## config.mk

```make
export PLATFORM = sky130hd
export DESIGN_NAME = sync_debounce
export DESIGN_NICKNAME = d
export VERILOG_FILES = /design/src/rtl/sync_debounce_pkg.sv /design/src/rtl/sync_debounce_chain.sv /design/src/rtl/sync_debounce.sv
export SDC_FILE = /design/constraint.sdc
export NUM_CORES = 1
export LEC_CHECK = 0
export ABC_AREA = 1
export BUFFER_PORTS_ARGS = -buffer_cell sky130_fd_sc_hd__buf_2
export CELL_PAD_IN_SITES_DETAIL_PLACEMENT = 1
export CELL_PAD_IN_SITES_GLOBAL_PLACEMENT = 1
export CORE_MARGIN = 10
export CORE_UTILIZATION = 42
export CTS_CLUSTER_DIAMETER = 100
export CTS_CLUSTER_SIZE = 28
export DETAILED_ROUTE_END_ITERATION = 6
export PLACE_DENSITY_LB_ADDON = 0.1
export SYNTH_ARGS = -nofsm -noshare
export SYNTH_HDL_FRONTEND = slang
export SYNTH_SLANG_ARGS = --single-unit
```

## constraint.sdc

```tcl
create_clock -name clk -period 1.62 [get_ports clk]
set_clock_uncertainty 0.05 [all_clocks]
set_input_delay 0.243 -clock clk [delete_from_list [all_inputs] [get_ports clk]]
set_output_delay 0.243 -clock clk [all_outputs]
set_load 0.03 [all_outputs]
```

## src/rtl/sync_debounce_pkg.sv

```systemverilog
// Shared defaults and counter sizing for the sync_debounce block.
// Latency: n/a (declarations only).
// Backpressure: n/a (no handshake; level-based inputs/outputs).
//
// Contents:
//   NCH_DEF, STAGES_DEF, DEB_CYCLES_DEF : default parameter values
//   cnt_width()                         : debounce counter width for a given DEB_CYCLES
//   `SYNC_DEB_CNT_W(n)                  : same width as a text macro, for non-package users
`ifndef SYNC_DEB_CNT_W
`define SYNC_DEB_CNT_W(n) ($clog2((n) + 1))
`endif

package sync_debounce_pkg;

  localparam int NCH_DEF        = 4;
  localparam int STAGES_DEF     = 2;
  localparam int DEB_CYCLES_DEF = 16;

  // Counter must represent 0..DEB_CYCLES-1; sized on DEB_CYCLES+1 so the
  // width never collapses to zero for DEB_CYCLES == 1.
  function automatic int cnt_width(input int deb_cycles);
    return $clog2(deb_cycles + 1);
  endfunction

endpackage

```

## src/rtl/sync_debounce_chain.sv

```systemverilog
// sync_chain: 1-bit multi-flop synchronizer for one asynchronous input.
// Latency: STAGES rising edges from a stable d to q.
// Backpressure: none; free-running sampler.
//
// Ports:
//   clk   : sampling clock
//   rst_n : asynchronous active-low reset, clears every stage
//   d     : asynchronous raw input
//   q     : synchronized sample (last stage)
module sync_chain
  import sync_debounce_pkg::*;
#(
  parameter int STAGES = STAGES_DEF
) (
  input  logic clk,
  input  logic rst_n,
  input  logic d,
  output logic q
);

  // Keep the stages together and away from retiming so the first flop has a
  // full cycle to resolve metastability.
  (* ASYNC_REG = "TRUE" *) logic [STAGES-1:0] sr;

  always_ff @(posedge clk or negedge rst_n) begin
    if (!rst_n) begin
      sr <= '0;
    end else begin
      sr <= {sr[STAGES-2:0], d};
    end
  end

  assign q = sr[STAGES-1];

endmodule

```

## src/rtl/sync_debounce.sv

```systemverilog
// sync_debounce: per-channel synchronizer + debounce filter with edge pulses.
// Latency: STAGES+DEB_CYCLES edges to sync_out (STAGES+1 without SYNC_DEBOUNCE_EN); rise/fall one edge later.
// Backpressure: none; outputs are levels/pulses, consumer must sample every cycle.
//
// Build option: define SYNC_DEBOUNCE_EN to enable the debounce counter; when
// undefined, sync_out is the synchronized sample registered once and
// DEB_CYCLES only takes part in the parameter range check.
//
// Ports:
//   clk      : single clock, rising edge
//   rst_n    : asynchronous active-low reset
//   async_in : NCH raw asynchronous inputs
//   sync_out : NCH synchronized (and debounced) levels
//   rise     : NCH one-cycle pulses, cycle after sync_out goes 0->1
//   fall     : NCH one-cycle pulses, cycle after sync_out goes 1->0
module sync_debounce
  import sync_debounce_pkg::*;
#(
  parameter int NCH        = NCH_DEF,
  parameter int STAGES     = STAGES_DEF,
  parameter int DEB_CYCLES = DEB_CYCLES_DEF
) (
  input  logic           clk,
  input  logic           rst_n,
  input  logic [NCH-1:0] async_in,
  output logic [NCH-1:0] sync_out,
  output logic [NCH-1:0] rise,
  output logic [NCH-1:0] fall
);

  // Elaboration-time parameter range checks.
  if (NCH < 1 || NCH > 32) begin : g_bad_nch
    $error("sync_debounce: NCH out of range 1..32");
  end
  if (STAGES < 2 || STAGES > 4) begin : g_bad_stages
    $error("sync_debounce: STAGES out of range 2..4");
  end
  if (DEB_CYCLES < 1 || DEB_CYCLES > 65535) begin : g_bad_deb
    $error("sync_debounce: DEB_CYCLES out of range 1..65535");
  end

  for (genvar g = 0; g < NCH; g++) begin : g_ch
    logic s;        // synchronized sample
    logic lvl;      // accepted level, drives sync_out
    logic lvl_prev; // lvl one edge ago, for registered edge pulses
    logic rise_q;
    logic fall_q;

    sync_chain #(
      .STAGES (STAGES)
    ) u_chain (
      .clk   (clk),
      .rst_n (rst_n),
      .d     (async_in[g]),
      .q     (s)
    );

`ifdef SYNC_DEBOUNCE_EN
    localparam int CW = cnt_width(DEB_CYCLES);
    localparam logic [CW-1:0] CNT_LAST = CW'(DEB_CYCLES - 1);

    logic [CW-1:0] cnt;

    // cnt counts consecutive edges on which s disagreed with lvl. Any
    // agreement (including a glitch returning) restarts it; reaching
    // CNT_LAST commits the new level, so cnt never exceeds CNT_LAST.
    always_ff @(posedge clk or negedge rst_n) begin
      if (!rst_n) begin
        cnt <= '0;
        lvl <= 1'b0;
      end else if (s == lvl) begin
        cnt <= '0;
      end else if (cnt == CNT_LAST) begin
        cnt <= '0;
        lvl <= s;
      end else begin
        cnt <= cnt + CW'(1);
      end
    end
`else
    always_ff @(posedge clk or negedge rst_n) begin
      if (!rst_n) begin
        lvl <= 1'b0;
      end else begin
        lvl <= s;
      end
    end
`endif

    // Pulses are derived from the already-registered level, so they land
    // one edge after the sync_out transition; the two terms are mutually
    // exclusive by construction.
    always_ff @(posedge clk or negedge rst_n) begin
      if (!rst_n) begin
        lvl_prev <= 1'b0;
        rise_q   <= 1'b0;
        fall_q   <= 1'b0;
      end else begin
        lvl_prev <= lvl;
        rise_q   <= lvl & ~lvl_prev;
        fall_q   <= ~lvl & lvl_prev;
      end
    end

    assign sync_out[g] = lvl;
    assign rise[g]     = rise_q;
    assign fall[g]     = fall_q;
  end

endmodule

```

==> impl_metrics.py <==
metrics = {
    "global_routing": {
        "grt_pass1_wl_um": 1810,
        "grt.overflow.total": 0,
        "grt_use_total_pct": 5.61,
        "grt_pass1_vias": 377,
        "antenna_found_initial": 0,
        "grt_max_degree": 25,
    },
    "clock_tree": {
        "clkSlewWorstSetupHoldPaths_ps": 120,
        "cts_resized": 0,
        "cts_tree": "built",
        "cts_buffers": 3,
        "insertion_delay_ps": 290,
        "cts.sinks": 24,
        "cts_max_path_buffers": 2,
        "clockRootBuffer": "clkbuf_4",
        "cts_max_level": 1,
        "postCtsSetupBuffers": 0,
    },
    "synth": {
        "yosys-top-cells-count": "dfrtp_1, buf_4, inv_1, nor2_1",
        "synth.most_common_cell": "dfrtp_1",
        "ys_seq_elements": 24,
        "synth_area_leaders": "dfrtp_1, buf_4, inv_1",
        "syn_area_sq_um": 751,
        "synth-main-ff-cell": "dfrtp_1",
        "yosys_warnings": 0,
        "synth_top_area_share_pct": 80.0,
        "synth_cell_types": 4,
        "synth_nets": 58,
        "avgSynthCellArea_sq_um": 14.4,
        "synth_edf_count": 0,
        "async_flop_share_pct": 100,
        "yosys.area.top_type": "dfrtp_1",
        "yosysSeqAreaShare_pct": 80.0,
        "postSynthCellCount": 52,
    },
    "critical_path": {
        "max_stage_delay_ps": 400,
        "crit_arrival_ps": 910,
        "end_kind": "primary output",
        "worstSetupPathType": "flip-flop to primary output",
        "reg2reg_slack_ps": 960,
        "cpLargestDelayFamily": "flip-flops",
        "critPathLaunchType": "flip-flop",
        "r2r_start": "g_ch[3].lvl$_DFF_PN0_",
        "r2r_end": "g_ch[3].rise_q$_DFF_PN0_",
        "crit_path_cell_trace": "buf_2",
        "r2r_cells": 2,
        "crit_required_ps": 1330,
        "crit_buf_inv": 1,
        "worst_path_max_delay_cell": "dfrtp_1",
        "crit_fanout": 4,
    },
    "route": {
        "ant_nets": 0,
        "wirelength_um": 988,
        "drc_errors": 0,
        "drtIter0Drc": 2,
        "via_per_inst": 3.79,
        "dr.pass1.iters": 2,
        "vias": 345,
        "wl_per_cell_um": 10.9,
    },
    "power_and_ir_drop": {
        "irDropWorstVdd_mv": 0.880,
        "power.switching_w": 0.000224,
        "clockPowerShare_pct": 28.9,
        "swShare_pct": 22.1,
        "pwr-share-seq_pct": 63.0,
        "combinationalPowerShare_pct": 8.1,
        "powerDensity_nw_per_um2": 1180,
        "p_leak_nw": 0.463,
        "internal_power_w": 0.000791,
    },
    "timing": {
        "tns_ps": 0,
        "tightest_slew_ps": 500,
        "slew_violations": 0,
        "finalHoldViolations": 0,
        "hold_slack_ps": 311,
        "clock.fmax_mhz": 829,
        "min_period_over_period_pct": 74.4,
        "setup_viol": 0,
        "final.min_clock_period_ps": 1210,
        "slew_headroom_pct": 66.7,
        "rsz0062_at_grt": "no",
    },
    "placement": {
        "place_area_sq_um": 777,
        "portBuffers": 17,
        "dpl.hpwl_um": 705,
        "routabilityCongestion": 0.627,
    },
    "layout": {
        "nets": 73,
        "area_growth_pct": 15.0,
        "antennaDiodeCount": 0,
        "utilization_pct": 50.5,
        "multiInputGateArea_sq_um": 30.0,
        "nFillCells": 173,
        "drive_gt1_share_pct": 31.8,
        "seqCellArea_sq_um": 601,
        "fin_area_sq_um": 863,
    },
    "floorplan": {
        "die_h_um": 62.3,
        "rows": 15,
        "start_util_pct": 44.0,
        "core-area_sq_um": 1710,
        "die_w_um": 62.3,
        "die_area_sq_um": 3880,
        "pin_count": 18,
    },
    "min_path": {
        "holdPathStages": 0,
        "hold_end": "g_ch[1].u_chain.sr[1]$_DFF_PN0_",
        "hp-class": "flip-flop to flip-flop",
        "min_from": "g_ch[1].u_chain.sr[0]$_DFF_PN0_",
    },
    "outcome": {
        "status": "finished, final reports clean",
    },
    "job": {
        "cap_violations": 0,
    },
}
[registers in the layout, summed over array words and instances, names as in the netlist]
| name | cells |
|---|---|
| g_ch.fall_q | 4 |
| g_ch.lvl | 4 |
| g_ch.lvl_prev | 4 |
| g_ch.rise_q | 4 |
| g_ch.u_chain.sr | 8 |
[metal layers]
| metal | GRT usage (%) | part of all wire [%] |
|---|---|---|
| met3 | 3.23 | 9.5 |
| met2 | 8.72 | 48 |
| met4 | 1.68 | 0 |
| met5 | 0 | 0 |
| met1 | 6.37 | 42 |
[repair_timing]
item | CTS | global route
hold buffers | 5 | 0
endpoints found under the setup margin | 0 | 0
endpoints found under the hold margin | 28 | 0
[power by group through the flow]
stage	registers (W)	logic (W)	clock network, W
floorplan	0.000650	0.0000622	0
global placement	0.000652	0.0000751	0
detailed placement	0.000653	0.0000751	0
finish	0.000640	0.0000820	0.000293
CTS	0.000641	0.0000841	0.000308
global route	0.000646	0.0000904	0.000334
[kinds of logic after synthesis]
logic type             after synthesis  synth area share, %
and+or+nand+nor                      8                 4.00
buffers and inverters               20                 16.0
DFF                                 24                 80.0
[worst max-delay path by stage]
stage | startpoint | depth (start not counted) | end | slack [ps]
2_1_floorplan | g_ch[0].lvl$_DFF_PN0_ | 1 | sync_out[0] | 780
3_5_place_dp | g_ch[1].lvl$_DFF_PN0_ | 1 | sync_out[1] | 730
5_1_grt | g_ch[0].lvl$_DFF_PN0_ | 1 | sync_out[0] | 320
3_3_place_gp | g_ch[1].lvl$_DFF_PN0_ | 1 | sync_out[1] | 740
4_1_cts | g_ch[1].lvl$_DFF_PN0_ | 1 | sync_out[1] | 380
6_report | g_ch[1].lvl$_DFF_PN0_ | 1 | sync_out[1] | 410
[layout by cell type (no fill, tap or decap)]
cell / count
dfrtp_1: 24
inv_1: 8
nor2_1: 8
clkbuf_4: 3
clkbuf_8: 1
dlygate4sd3_1: 5
buf_2: 17
[cell type report]
type,count,area share (%)
flip-flops and latches,24,69.6
clock buffers,4,4.20
repair buffers,22,15.7
multi-input cells,8,3.48
inverters,8,3.48
well taps,25,3.62
[per-stage QoR]
stage / power (W) / cells / setup WS (ps)
3_3_place_gp: 0.000727 / 82 / 739
2_1_floorplan: 0.000712 / 52 / 784
6_report: 0.00102 / 91 / 414
3_5_place_dp: 0.000728 / 82 / 732
5_1_grt: 0.00107 / 91 / 323
4_1_cts: 0.00103 / 91 / 382
Power figures use the tool's default switching activity.
